File: src/rtl/lif_neuron.sv
// Leaky integrate-and-fire neuron.
// Integrates weighted pre-synaptic spikes into a membrane potential with a
// shift-based leak. It emits a single-cycle post-synaptic spike when the
// potential reaches the threshold, and then blanks its input for a fixed
// refractory period.
//
// state      | meaning
// -----------+------------------------------------------------------------
// INTEGRATE  | leak and accumulate each cycle, fire when sum >= THRESHOLD
// REFRACTORY | vmem held at V_RESET, inputs ignored, rcnt counts down to 1
module lif_neuron #(
    parameter int W_WIDTH        = 8,
    parameter int VMEM_W         = 12,
    parameter int THRESHOLD      = 200,
    parameter int LEAK_SHIFT     = 3,
    parameter int REFRACT_CYCLES = 4,
    parameter int V_RESET        = 0
) (
    input  logic               clk,
    input  logic               rst_n,
    input  logic               pre_spike,
    input  logic [W_WIDTH-1:0] weight,
    output logic               post_spike,
    output logic [VMEM_W-1:0]  vmem,
    output logic               refractory,
    output logic [7:0]         spike_count
);

    // The sum must hold the largest leaked potential plus the largest weight
    // without wrapping, whichever of the two operands is wider.
    localparam int SUM_W  = ((VMEM_W > W_WIDTH) ? VMEM_W : W_WIDTH) + 1;
    localparam int RCNT_W = (REFRACT_CYCLES < 2) ? 1 : $clog2(REFRACT_CYCLES + 1);

    localparam logic [SUM_W-1:0]  VMAX     = SUM_W'((1 << VMEM_W) - 1);
    localparam logic [VMEM_W-1:0] VTHRESH  = VMEM_W'(THRESHOLD);
    localparam logic [VMEM_W-1:0] VRST     = VMEM_W'(V_RESET);
    localparam logic [RCNT_W-1:0] RCNT_MAX = RCNT_W'(REFRACT_CYCLES);
    localparam logic [RCNT_W-1:0] RCNT_ONE = RCNT_W'(1);

    typedef enum logic [0:0] {
        INTEGRATE  = 1'b0,
        REFRACTORY = 1'b1
    } state_t;

    state_t             state, state_nxt;
    logic [RCNT_W-1:0]  rcnt, rcnt_nxt;
    logic [VMEM_W-1:0]  vmem_nxt;
    logic               post_nxt;
    logic [7:0]         count_nxt;

    logic [VMEM_W-1:0]  leaked;
    logic [SUM_W-1:0]   sum_raw;
    logic [VMEM_W-1:0]  sum_sat;

    // Leak-then-add datapath. The sum saturates instead of wrapping.
    always_comb begin
        leaked  = vmem - (vmem >> LEAK_SHIFT);
        sum_raw = SUM_W'(leaked) + (pre_spike ? SUM_W'(weight) : '0);
        sum_sat = (sum_raw > VMAX) ? VMAX[VMEM_W-1:0] : sum_raw[VMEM_W-1:0];
    end

    // State register and all output registers. Reset takes priority over firing.
    always_ff @(posedge clk) begin
        if (!rst_n) begin
            state       <= INTEGRATE;
            rcnt        <= '0;
            vmem        <= VRST;
            post_spike  <= 1'b0;
            spike_count <= 8'd0;
        end else begin
            state       <= state_nxt;
            rcnt        <= rcnt_nxt;
            vmem        <= vmem_nxt;
            post_spike  <= post_nxt;
            spike_count <= count_nxt;
        end
    end

    // Next-state and next-output logic.
    always_comb begin
        state_nxt = state;
        rcnt_nxt  = rcnt;
        vmem_nxt  = vmem;
        post_nxt  = 1'b0;
        count_nxt = spike_count;
        unique case (state)
            INTEGRATE: begin
                if (sum_sat >= VTHRESH) begin
                    post_nxt  = 1'b1;
                    vmem_nxt  = VRST;
                    state_nxt = REFRACTORY;
                    rcnt_nxt  = RCNT_MAX;
                    if (spike_count != 8'hFF)
                        count_nxt = spike_count + 8'd1;
                end else begin
                    vmem_nxt = sum_sat;
                end
            end
            REFRACTORY: begin
                vmem_nxt = VRST;
                if (rcnt == RCNT_ONE) begin
                    state_nxt = INTEGRATE;
                    rcnt_nxt  = '0;
                end else begin
                    rcnt_nxt = rcnt - RCNT_ONE;
                end
            end
            default: begin
                state_nxt = INTEGRATE;
                rcnt_nxt  = '0;
                vmem_nxt  = VRST;
            end
        endcase
    end

    // State is itself a register, so refractory is a flop output.
    assign refractory = (state == REFRACTORY);

endmodule

File: config.mk
export PLATFORM = sky130hd
export DESIGN_NAME = lif_neuron
export DESIGN_NICKNAME = d
export VERILOG_FILES = /design/src/rtl/lif_neuron.sv
export SDC_FILE = /design/constraint.sdc
export NUM_CORES = 1
export LEC_CHECK = 0
export BUFFER_PORTS_ARGS = -buffer_cell sky130_fd_sc_hd__buf_2
export CORE_MARGIN = 4
export CORE_UTILIZATION = 43
export CTS_CLUSTER_SIZE = 28
export DETAILED_ROUTE_END_ITERATION = 8
export GPL_TIMING_DRIVEN = 0
export PLACE_DENSITY_LB_ADDON = 0.08
export SLEW_MARGIN = 25
export SYNTH_ARGS = -nofsm -noshare
export SYNTH_HDL_FRONTEND = slang
export SYNTH_SLANG_ARGS = --single-unit
File: constraint.sdc
create_clock -name clk -period 6.69 [get_ports clk]
set_clock_uncertainty 0.1 [all_clocks]
set_input_delay 0.3345 -clock clk [delete_from_list [all_inputs] [get_ports clk]]
set_output_delay 0.3345 -clock clk [all_outputs]
set_load 0.1 [all_outputs]
# Yosys cells after proc, flatten, opt, wreduce, memory -nomap -nowiden
# Cells that the tools add are included.
# op_classes
addsub	4
n_eq_ne	3
magnitude_cmp	2
bitwise	2
mux	10
reduce_logical	2
# ops
operator	count
2-to-1 mux 12 bit	2
case mux 12 bit (2 select lines)	1
adder 12 x 8 -> 13 bit	1
greater-than comparator 13 x 12 -> 1 bit, second input constant	1
>= comparator 12 x 8 -> 1 bit, second input constant	1
subtractor 12 x 9 -> 12 bit	1
adder 8 x 1 -> 8 bit, second input constant	1
2-to-1 mux 8 bit	1
!= test 8 bit, second input constant	1
2-to-1 mux 3 bit	2
case mux 3 bit (2 select lines)	1
== test 3 x 1 -> 1 bit, second input constant	1
AND reduction 3 bit	1
subtractor 3 x 1 -> 3 bit, second input constant	1
2-to-1 mux 1 bit	2
!= test 2 bit, second input constant	1
NOT 1 bit	2
case mux 1 bit (2 select lines)	1
OR reduction 2 bit	1
# totals
regBits	25
in_bits	11
word_cells	28
out_inout_bits	22

# Depth between registers and ports, before layout
# Gate-level depths: netlist of run 1.
# logic_depth
depth_word	7
ltp_mapped	17
depth_no_buf	16

# Least setup slack after synthesis of run 1
# OpenSTA, ideal clock, no wires.
# synth_path
kind	flip-flop to flip-flop
start	register vmem[3]
end	register spike_count[6]
setup_ns	0.116
t_required_ns	6.474
slack_ns	2.012
n_path_buf	0
stages_incl_launch_ff	15
synth_period_minus_slack_ns	4.678
arrival_ns	4.461
cell_sequence	dfxtp_1 -> ha_1 -> inv_1 -> fa_1 -> a211o_1 -> a21oi_1 -> xnor2_1 -> ha_1 -> or4_1 -> o22ai_1 -> xor2_1 -> or3b_1 -> and4_4 -> or4_1 -> o211a_1
# synth_between
elab_chain_len	6
# synth_rtl
element	line_no	text
start, declared	24	output logic [VMEM_W-1:0] vmem,
start signal, assigned	73	vmem <= vmem_nxt;
subtractor 12 x 9 -> 12 bit (*)	57	leaked = vmem - (vmem >> LEAK_SHIFT);
adder 12 x 8 -> 13 bit (*)	58	sum_raw = SUM_W'(leaked) + (pre_spike ? SUM_W'(weight) : '0);
greater-than comparator 13 x 12 -> 1 bit	59	sum_sat = (sum_raw > VMAX) ? VMAX[VMEM_W-1:0] : sum_raw[VMEM_W-1:0];
2-to-1 mux 12 bit (*)	59	
>= comparator 12 x 8 -> 1 bit (*)	88	if (sum_sat >= VTHRESH) begin
AND reduction 3 bit (no line) (*)	--	
end signal, assigned	75	spike_count <= count_nxt;
end, declared	26	output logic [7:0] spike_count
# Every way passes the cells marked *; elsewhere a longest branch is shown, timed or not.
# A chain may end at the register's enable or synchronous reset.

# Final worst setup path of run 1
# Same ends and word-level chain as after synthesis.

==> results of run 1 <==
==> critical path, stage by stage, from the launching register on <==
cell and delay, ps:
dfxtp_1 400, ha_1 200, inv_1 60, fa_1 420
a211o_1 330, a21oi_1 230, xnor2_1 100, ha_1 230
or4_1 540, o22ai_1 160, xor2_1 100, or3b_1 380
and4_4 230, or4_1 470, o211a_1 210
==> worst max path at each step <==
stage / from / to / slack, ps / depth (start not counted)
2_1_floorplan: vmem[3]$_SDFF_PP0_ / spike_count[6]$_SDFFE_PN0P_ / 2010 / 14
3_3_place_gp: vmem[3]$_SDFF_PP0_ / spike_count[6]$_SDFFE_PN0P_ / 2460 / 14
6_report: vmem[3]$_SDFF_PP0_ / spike_count[6]$_SDFFE_PN0P_ / 2440 / 14
3_5_place_dp: vmem[3]$_SDFF_PP0_ / spike_count[6]$_SDFFE_PN0P_ / 2460 / 14
4_1_cts: vmem[3]$_SDFF_PP0_ / spike_count[6]$_SDFFE_PN0P_ / 2430 / 14
5_1_grt: vmem[3]$_SDFF_PP0_ / spike_count[3]$_SDFFE_PN0P_ / 2230 / 15
==> cells by family (layout without fill, tap and decap cells) <==
| group | Yosys count | after routing | share of synthesized area, % |
|---|---|---|---|
| compound gates | 49 | 49 | 18.9 |
| xor+xnor | 12 | 12 | 5.23 |
| fa+ha+maj | 24 | 24 | 15.7 |
| buf+inv | 26 | 62 | 6.60 |
| flops | 25 | 25 | 24.9 |
| mux | 7 | 7 | 3.49 |
| other cells | 1 | 4 | 0.187 |
| simple gates | 89 | 89 | 25.0 |
==> cell type report <==
cell class | instances | area (µm²)
clock buffer | 3 | 41.3
fill | 458 | 2150
inverter | 20 | 75.1
multi-input combinational | 185 | 1390
clock inverter | 1 | 7.51
timing repair buffer | 32 | 160
tap | 52 | 65.1
buffer | 6 | 57.6
sequential | 25 | 500
==> state kept, by name, indices dropped and copies added (netlist names) <==
signal / count
refractory: 1
vmem: 12
rcnt: 3
post_spike: 1
spike_count: 8
==> routing by layer <==
| layer | vias up | part of all wire, % | global-route usage [%] |
|---|---|---|---|
| met5 | - | 0 | 0 |
| met4 | 0 | 0.47 | 1.63 |
| met3 | 2 | 4.0 | 3.07 |
| met2 | 33 | 43 | 22.8 |
| met1 | 773 | 53 | 21.3 |
| li1 | 902 | - | - |
==> cells in the mapped netlist, types with 6 or more instances <==
cell and n:
xor2_1 6, mux2i_1 7, and2_1 10, ha_1 22, nand3_1 7, dfxtp_1 25
nand2_1 17, a21oi_1 7, nand2b_1 6, xnor2_1 6, o21ai_0 6, nor2_1 20
inv_1 20
==> power by group through the flow <==
stage / Sequential [mW] / Clock [mW] / Combinational [mW]
floorplan: 0.203 / 0 / 0.0882
CTS: 0.162 / 0.0985 / 0.153
finish: 0.162 / 0.0935 / 0.151
global route: 0.164 / 0.102 / 0.167
detailed placement: 0.166 / 0 / 0.152
global placement: 0.166 / 0 / 0.152
==> impl_metrics.py, run 1 <==
metrics = {
    "clocking": {
        "cts_buffer_depth": 2,
        "cts_root_buf": "clkbuf_8",
        "clk-insertion-delay-late_ps": 280,
        "cts_made_buffers": 3,
        "postCtsHoldBufs": 0,
        "cts_tree": "built",
        "clock-sinks": 25,
        "clk_pin_slew_ps": 100,
        "postCtsSetupBuffers": 0,
        "htree_levels": 1,
        "cts_resized": 0,
    },
    "global_routing": {
        "grt_max_degree": 16,
        "antenna_found_initial": 0,
        "grt_pass1_wl_um": 7260,
        "grt_overflow": 0,
        "grtUsageTotal_pct": 14.6,
        "grt_pass1_vias": 1578,
    },
    "final_layout": {
        "drive_above_1_share_pct": 19.5,
        "num_antenna_cells": 0,
        "stdcell_area_um2": 2290,
        "final_core_util_pct": 51.6,
        "most-common-layout-cells": "buf_2 (32), dfxtp_1 (25), ha_1 (22)",
        "fin_nets": 308,
        "final_common_cell": "buf_2",
        "fin_cells": 324,
        "syn_to_final_growth_pct": 14.2,
    },
    "pwr": {
        "p_seq_share_pct": 39.8,
        "leakage_nw": 1.05,
        "p_switching_mw": 0.155,
        "p_comb_share_pct": 37.2,
        "clock_power_share_pct": 23.0,
        "power_mw": 0.407,
        "internal_power_mw": 0.251,
        "swShare_pct": 38.2,
        "vdd_ir_drop_max_mv": 0.161,
        "p_per_area_nw_per_um2": 177,
    },
    "critical_path": {
        "worst_ep_required_time_ps": 6770,
        "worst-r2r-cell-count": 14,
        "path_class": "reg -> reg",
        "reg2reg_from": "vmem[3]$_SDFF_PP0_",
        "critPathLaunchType": "register",
        "endpoint_kind": "register",
        "r2r_end": "spike_count[6]$_SDFFE_PN0P_",
        "crit_fanout": 5,
        "r2r_setup_slack_ps": 2440,
        "arrival_ps": 4330,
    },
    "die": {
        "initial_utilization_pct": 45.2,
        "die_h_um": 76.3,
        "io_pins": 33,
        "coreArea_um2": 4440,
        "die_area_um2": 5830,
        "rows": 24,
        "chipWidth_um": 76.3,
    },
    "yosys": {
        "ys_top_cells_by_area": "dfxtp_1 (25%), ha_1 (14%), inv_1 (3.7%)",
        "async_flop_share_pct": 0,
        "ys_types": 57,
        "synth_top_area_share_pct": 24.9,
        "netlist_instances": 233,
        "synth-seq-cells": 25,
        "yosysWarnings": 0,
        "dominantRegCellSynth": "dfxtp_1",
        "yosys.area.top_type": "dfxtp_1",
        "synth_edf_count": 0,
        "seq_area_frac_synth_pct": 24.9,
        "synthesis.area_um2": 2010,
        "synth.avg_cell_area_um2": 8.62,
    },
    "flow_run": {
        "maxCapViolCount": 0,
    },
    "sta": {
        "hold_slack_ps": 224,
        "fin_ws_ps": 2440,
        "rsz0062_at_grt": "no",
        "hold_viol": 0,
        "period_minus_slack_ps": 4250,
        "fmax_mhz": 235,
        "fin_crit_sh_pct": 63.6,
        "fin_setup_tns_ps": 0,
        "finalMaxSlewViolations": 0,
        "finalSetupViolCount": 0,
    },
    "hold_path": {
        "hold_start": "rst_n",
        "hold_end": "spike_count[0]$_SDFFE_PN0P_",
        "hold_class": "in -> reg",
        "whs_path_depth": 3,
    },
    "detailed_routing": {
        "antenna_left": 0,
        "dr.first_iter.drc_count": 75,
        "remaining_drc_errors": 0,
        "wl_per_cell_um": 12.5,
        "dr.pass1.iters": 4,
        "via_count": 1710,
        "via_per_inst": 5.28,
        "routed_wl_um": 4050,
    },
    "placement": {
        "dp_slack_ps": 2460,
        "io_buffers": 32,
        "dp_cells": 320,
        "globalplace.congestion": 0.792,
        "dpl-instance-area_um2": 2240,
        "dpl.hpwl_um": 3310,
    },
    "status": {
        "status": "completed",
    },
}
Note: power is estimated with default switching activity, not from simulation.
==> run 2, diff against run 1 <==
==> constraint.sdc (replaced) <==
create_clock -name clk -period 4.45 [get_ports clk]
set_clock_uncertainty 0.1 [all_clocks]
set_input_delay 0.2225 -clock clk [delete_from_list [all_inputs] [get_ports clk]]
set_output_delay 0.2225 -clock clk [all_outputs]
set_load 0.1 [all_outputs]
==> run 2 against run 1 <==
Against the previous run:
- critical path depth stayed put
- total power up 51%
- largest power group unchanged
- via count down 0.29%
- final area rose by 0.11%
- critical endpoint unchanged
==> impl_metrics.py, run 2 (synthesis gave the netlist of run 1 again) <==
metrics = {
    "die": {
        "die_h_um": 76.3,
        "coreArea_um2": 4440,
        "chipWidth_um": 76.3,
        "io_pins": 33,
        "rows": 24,
        "initial_utilization_pct": 45.2,
        "die_area_um2": 5830,
    },
    "critical_path": {
        "path_buf_inv": 1,
        "worst_ep_required_time_ps": 4530,
        "crit_fanout": 5,
        "arrival_ps": 4320,
        "critPathTopFamily": "simple AND/OR/NAND/NOR gates",
        "worst-r2r-cell-count": 14,
        "max_stage_delay_ps": 540,
        "r2r_end": "spike_count[6]$_SDFFE_PN0P_",
        "worstSetupEndpoint": "spike_count[6]$_SDFFE_PN0P_",
        "endpoint_kind": "register",
        "path_depth": 14,
        "r2r_setup_slack_ps": 210,
        "path_class": "reg -> reg",
        "reg2reg_from": "vmem[3]$_SDFF_PP0_",
        "crit_path_start": "vmem[3]$_SDFF_PP0_",
        "crit_chain": "ha_1 -> inv_1 -> fa_1 -> a211o_1 -> a21oi_1 -> xnor2_1 -> ha_1 -> or4_1 -> o22ai_1 -> xor2_1 -> or3b_1 -> and4_4 -> or4_1 -> o211a_1",
        "critPathLaunchType": "register",
        "critPathSlowestCell": "or4_1",
    },
    "pwr": {
        "p_per_area_nw_per_um2": 268,
        "power_mw": 0.615,
        "p_switching_mw": 0.237,
        "p_seq_share_pct": 39.6,
        "vdd_ir_drop_max_mv": 0.195,
        "leakage_nw": 1.05,
        "internal_power_mw": 0.378,
        "clock_power_share_pct": 23.2,
        "p_comb_share_pct": 37.2,
        "swShare_pct": 38.6,
    },
    "sta": {
        "finalSetupViolCount": 0,
        "fin_crit_sh_pct": 95.2,
        "finalMaxSlewViolations": 0,
        "fin_setup_tns_ps": 0,
        "fmax_mhz": 236,
        "rsz0062_at_grt": "no",
        "period_minus_slack_ps": 4240,
        "max_slew_margin_pct": 66.4,
        "hold_slack_ps": 106,
        "hold_viol": 0,
        "tightest_slew_ps": 500,
    },
    "global_routing": {
        "grt_overflow": 0,
        "grt_max_degree": 16,
        "grt_pass1_vias": 1565,
        "grt_pass1_wl_um": 7110,
        "grtUsageTotal_pct": 14.4,
        "antenna_found_initial": 0,
    },
    "placement": {
        "io_buffers": 32,
        "dp_cells": 320,
        "globalplace.congestion": 0.778,
        "dpl.hpwl_um": 3320,
    },
    "hold_path": {
        "whs_path_depth": 3,
        "hold_class": "in -> reg",
    },
    "detailed_routing": {
        "wl_per_cell_um": 12.9,
        "antenna_left": 0,
        "routed_wl_um": 4170,
        "via_count": 1705,
        "dr.pass1.iters": 4,
        "remaining_drc_errors": 0,
        "dr.first_iter.drc_count": 97,
        "via_per_inst": 5.26,
    },
    "clocking": {
        "clk_pin_slew_ps": 100,
        "postCtsHoldBufs": 0,
        "clock-sinks": 25,
        "cts_buffer_depth": 2,
        "htree_levels": 1,
        "cts_resized": 0,
        "clk-insertion-delay-late_ps": 270,
        "postCtsSetupBuffers": 0,
        "cts_made_buffers": 3,
        "cts_tree": "built",
        "cts_root_buf": "clkbuf_8",
    },
    "final_layout": {
        "top_register": "vmem",
        "final_core_util_pct": 51.7,
        "drive_above_1_share_pct": 20.2,
        "num_antenna_cells": 0,
        "final_common_cell": "buf_2",
        "fin_nets": 308,
        "largestRegisters": "vmem x12, spike_count x8, rcnt x3",
        "syn_to_final_growth_pct": 14.3,
        "fin_cells": 324,
        "most-common-layout-cells": "buf_2 (32), dfxtp_1 (23), ha_1 (22)",
        "largest_reg_flops": 12,
    },
    "flow_run": {
        "maxCapViolCount": 0,
    },
    "status": {
        "status": "completed",
    },
}
==> run 2: cell counts in the layout (fill, tap and decap cells not counted) <==
Identical to the previous run, type by type.
==> run 2: layout make-up <==
cell class                 count  area, µm²
buffer                         6       57.6
clock buffer                   3       41.3
multi-input combinational    185       1390
clock inverter                 1       7.51
timing repair buffer          32        160
sequential                    25        503
tap                           52       65.1
inverter                      20       75.1
fill                         460       2150
==> run 2: how the worst min path moves through the flow <==
stage	from	endpoint	slack, ps
after floorplan	rst_n	spike_count[0]$_SDFFE_PN0P_	280
after global placement	spike_count[1]$_SDFFE_PN0P_	spike_count[1]$_SDFFE_PN0P_	380
after detailed placement	spike_count[1]$_SDFFE_PN0P_	spike_count[1]$_SDFFE_PN0P_	390
after CTS	rst_n	spike_count[0]$_SDFFE_PN0P_	100
after global routing	rst_n	spike_count[0]$_SDFFE_PN0P_	120
final	rst_n	spike_count[0]$_SDFFE_PN0P_	110
==> run 2: worst register-to-register path, stage by stage (launching register included) <==
cell     delay [ps]
dfxtp_2         370
ha_1            180
inv_1            60
fa_1            420
a211o_1         330
a21oi_1         240
xnor2_1         110
ha_1            230
or4_1           540
o22ai_1         160
xor2_1          110
or3b_1          380
and4_4          240
or4_1           470
o211a_1         210
==> run 2: power groups by stage <==
| stage | clock [mW] | combinational [mW] | sequential, mW |
|---|---|---|---|
| after floorplan | 0 | 0.133 | 0.305 |
| after global placement | 0 | 0.229 | 0.249 |
| after detailed placement | 0 | 0.229 | 0.249 |
| after CTS | 0.149 | 0.231 | 0.244 |
| after global routing | 0.158 | 0.253 | 0.246 |
| final | 0.143 | 0.229 | 0.244 |
==> run 2: layer usage <==
| metal | up-vias | GRT usage [%] | wire [µm] |
|---|---|---|---|
| li1 | 903 | - | - |
| met1 | 760 | 20.2 | 2140 |
| met2 | 40 | 23.4 | 1790 |
| met3 | 2 | 3.07 | 214 |
| met4 | 0 | 1.99 | 22 |
| met5 | - | 0 | 0 |
==> run 2: per-stage QoR <==
stage,cell area (µm²),setup slack [ps]
5_1_grt,2300,46.2
4_1_cts,2300,209
3_5_place_dp,2250,235
6_report,2300,212
2_1_floorplan,2020,42.5
3_3_place_gp,2250,267
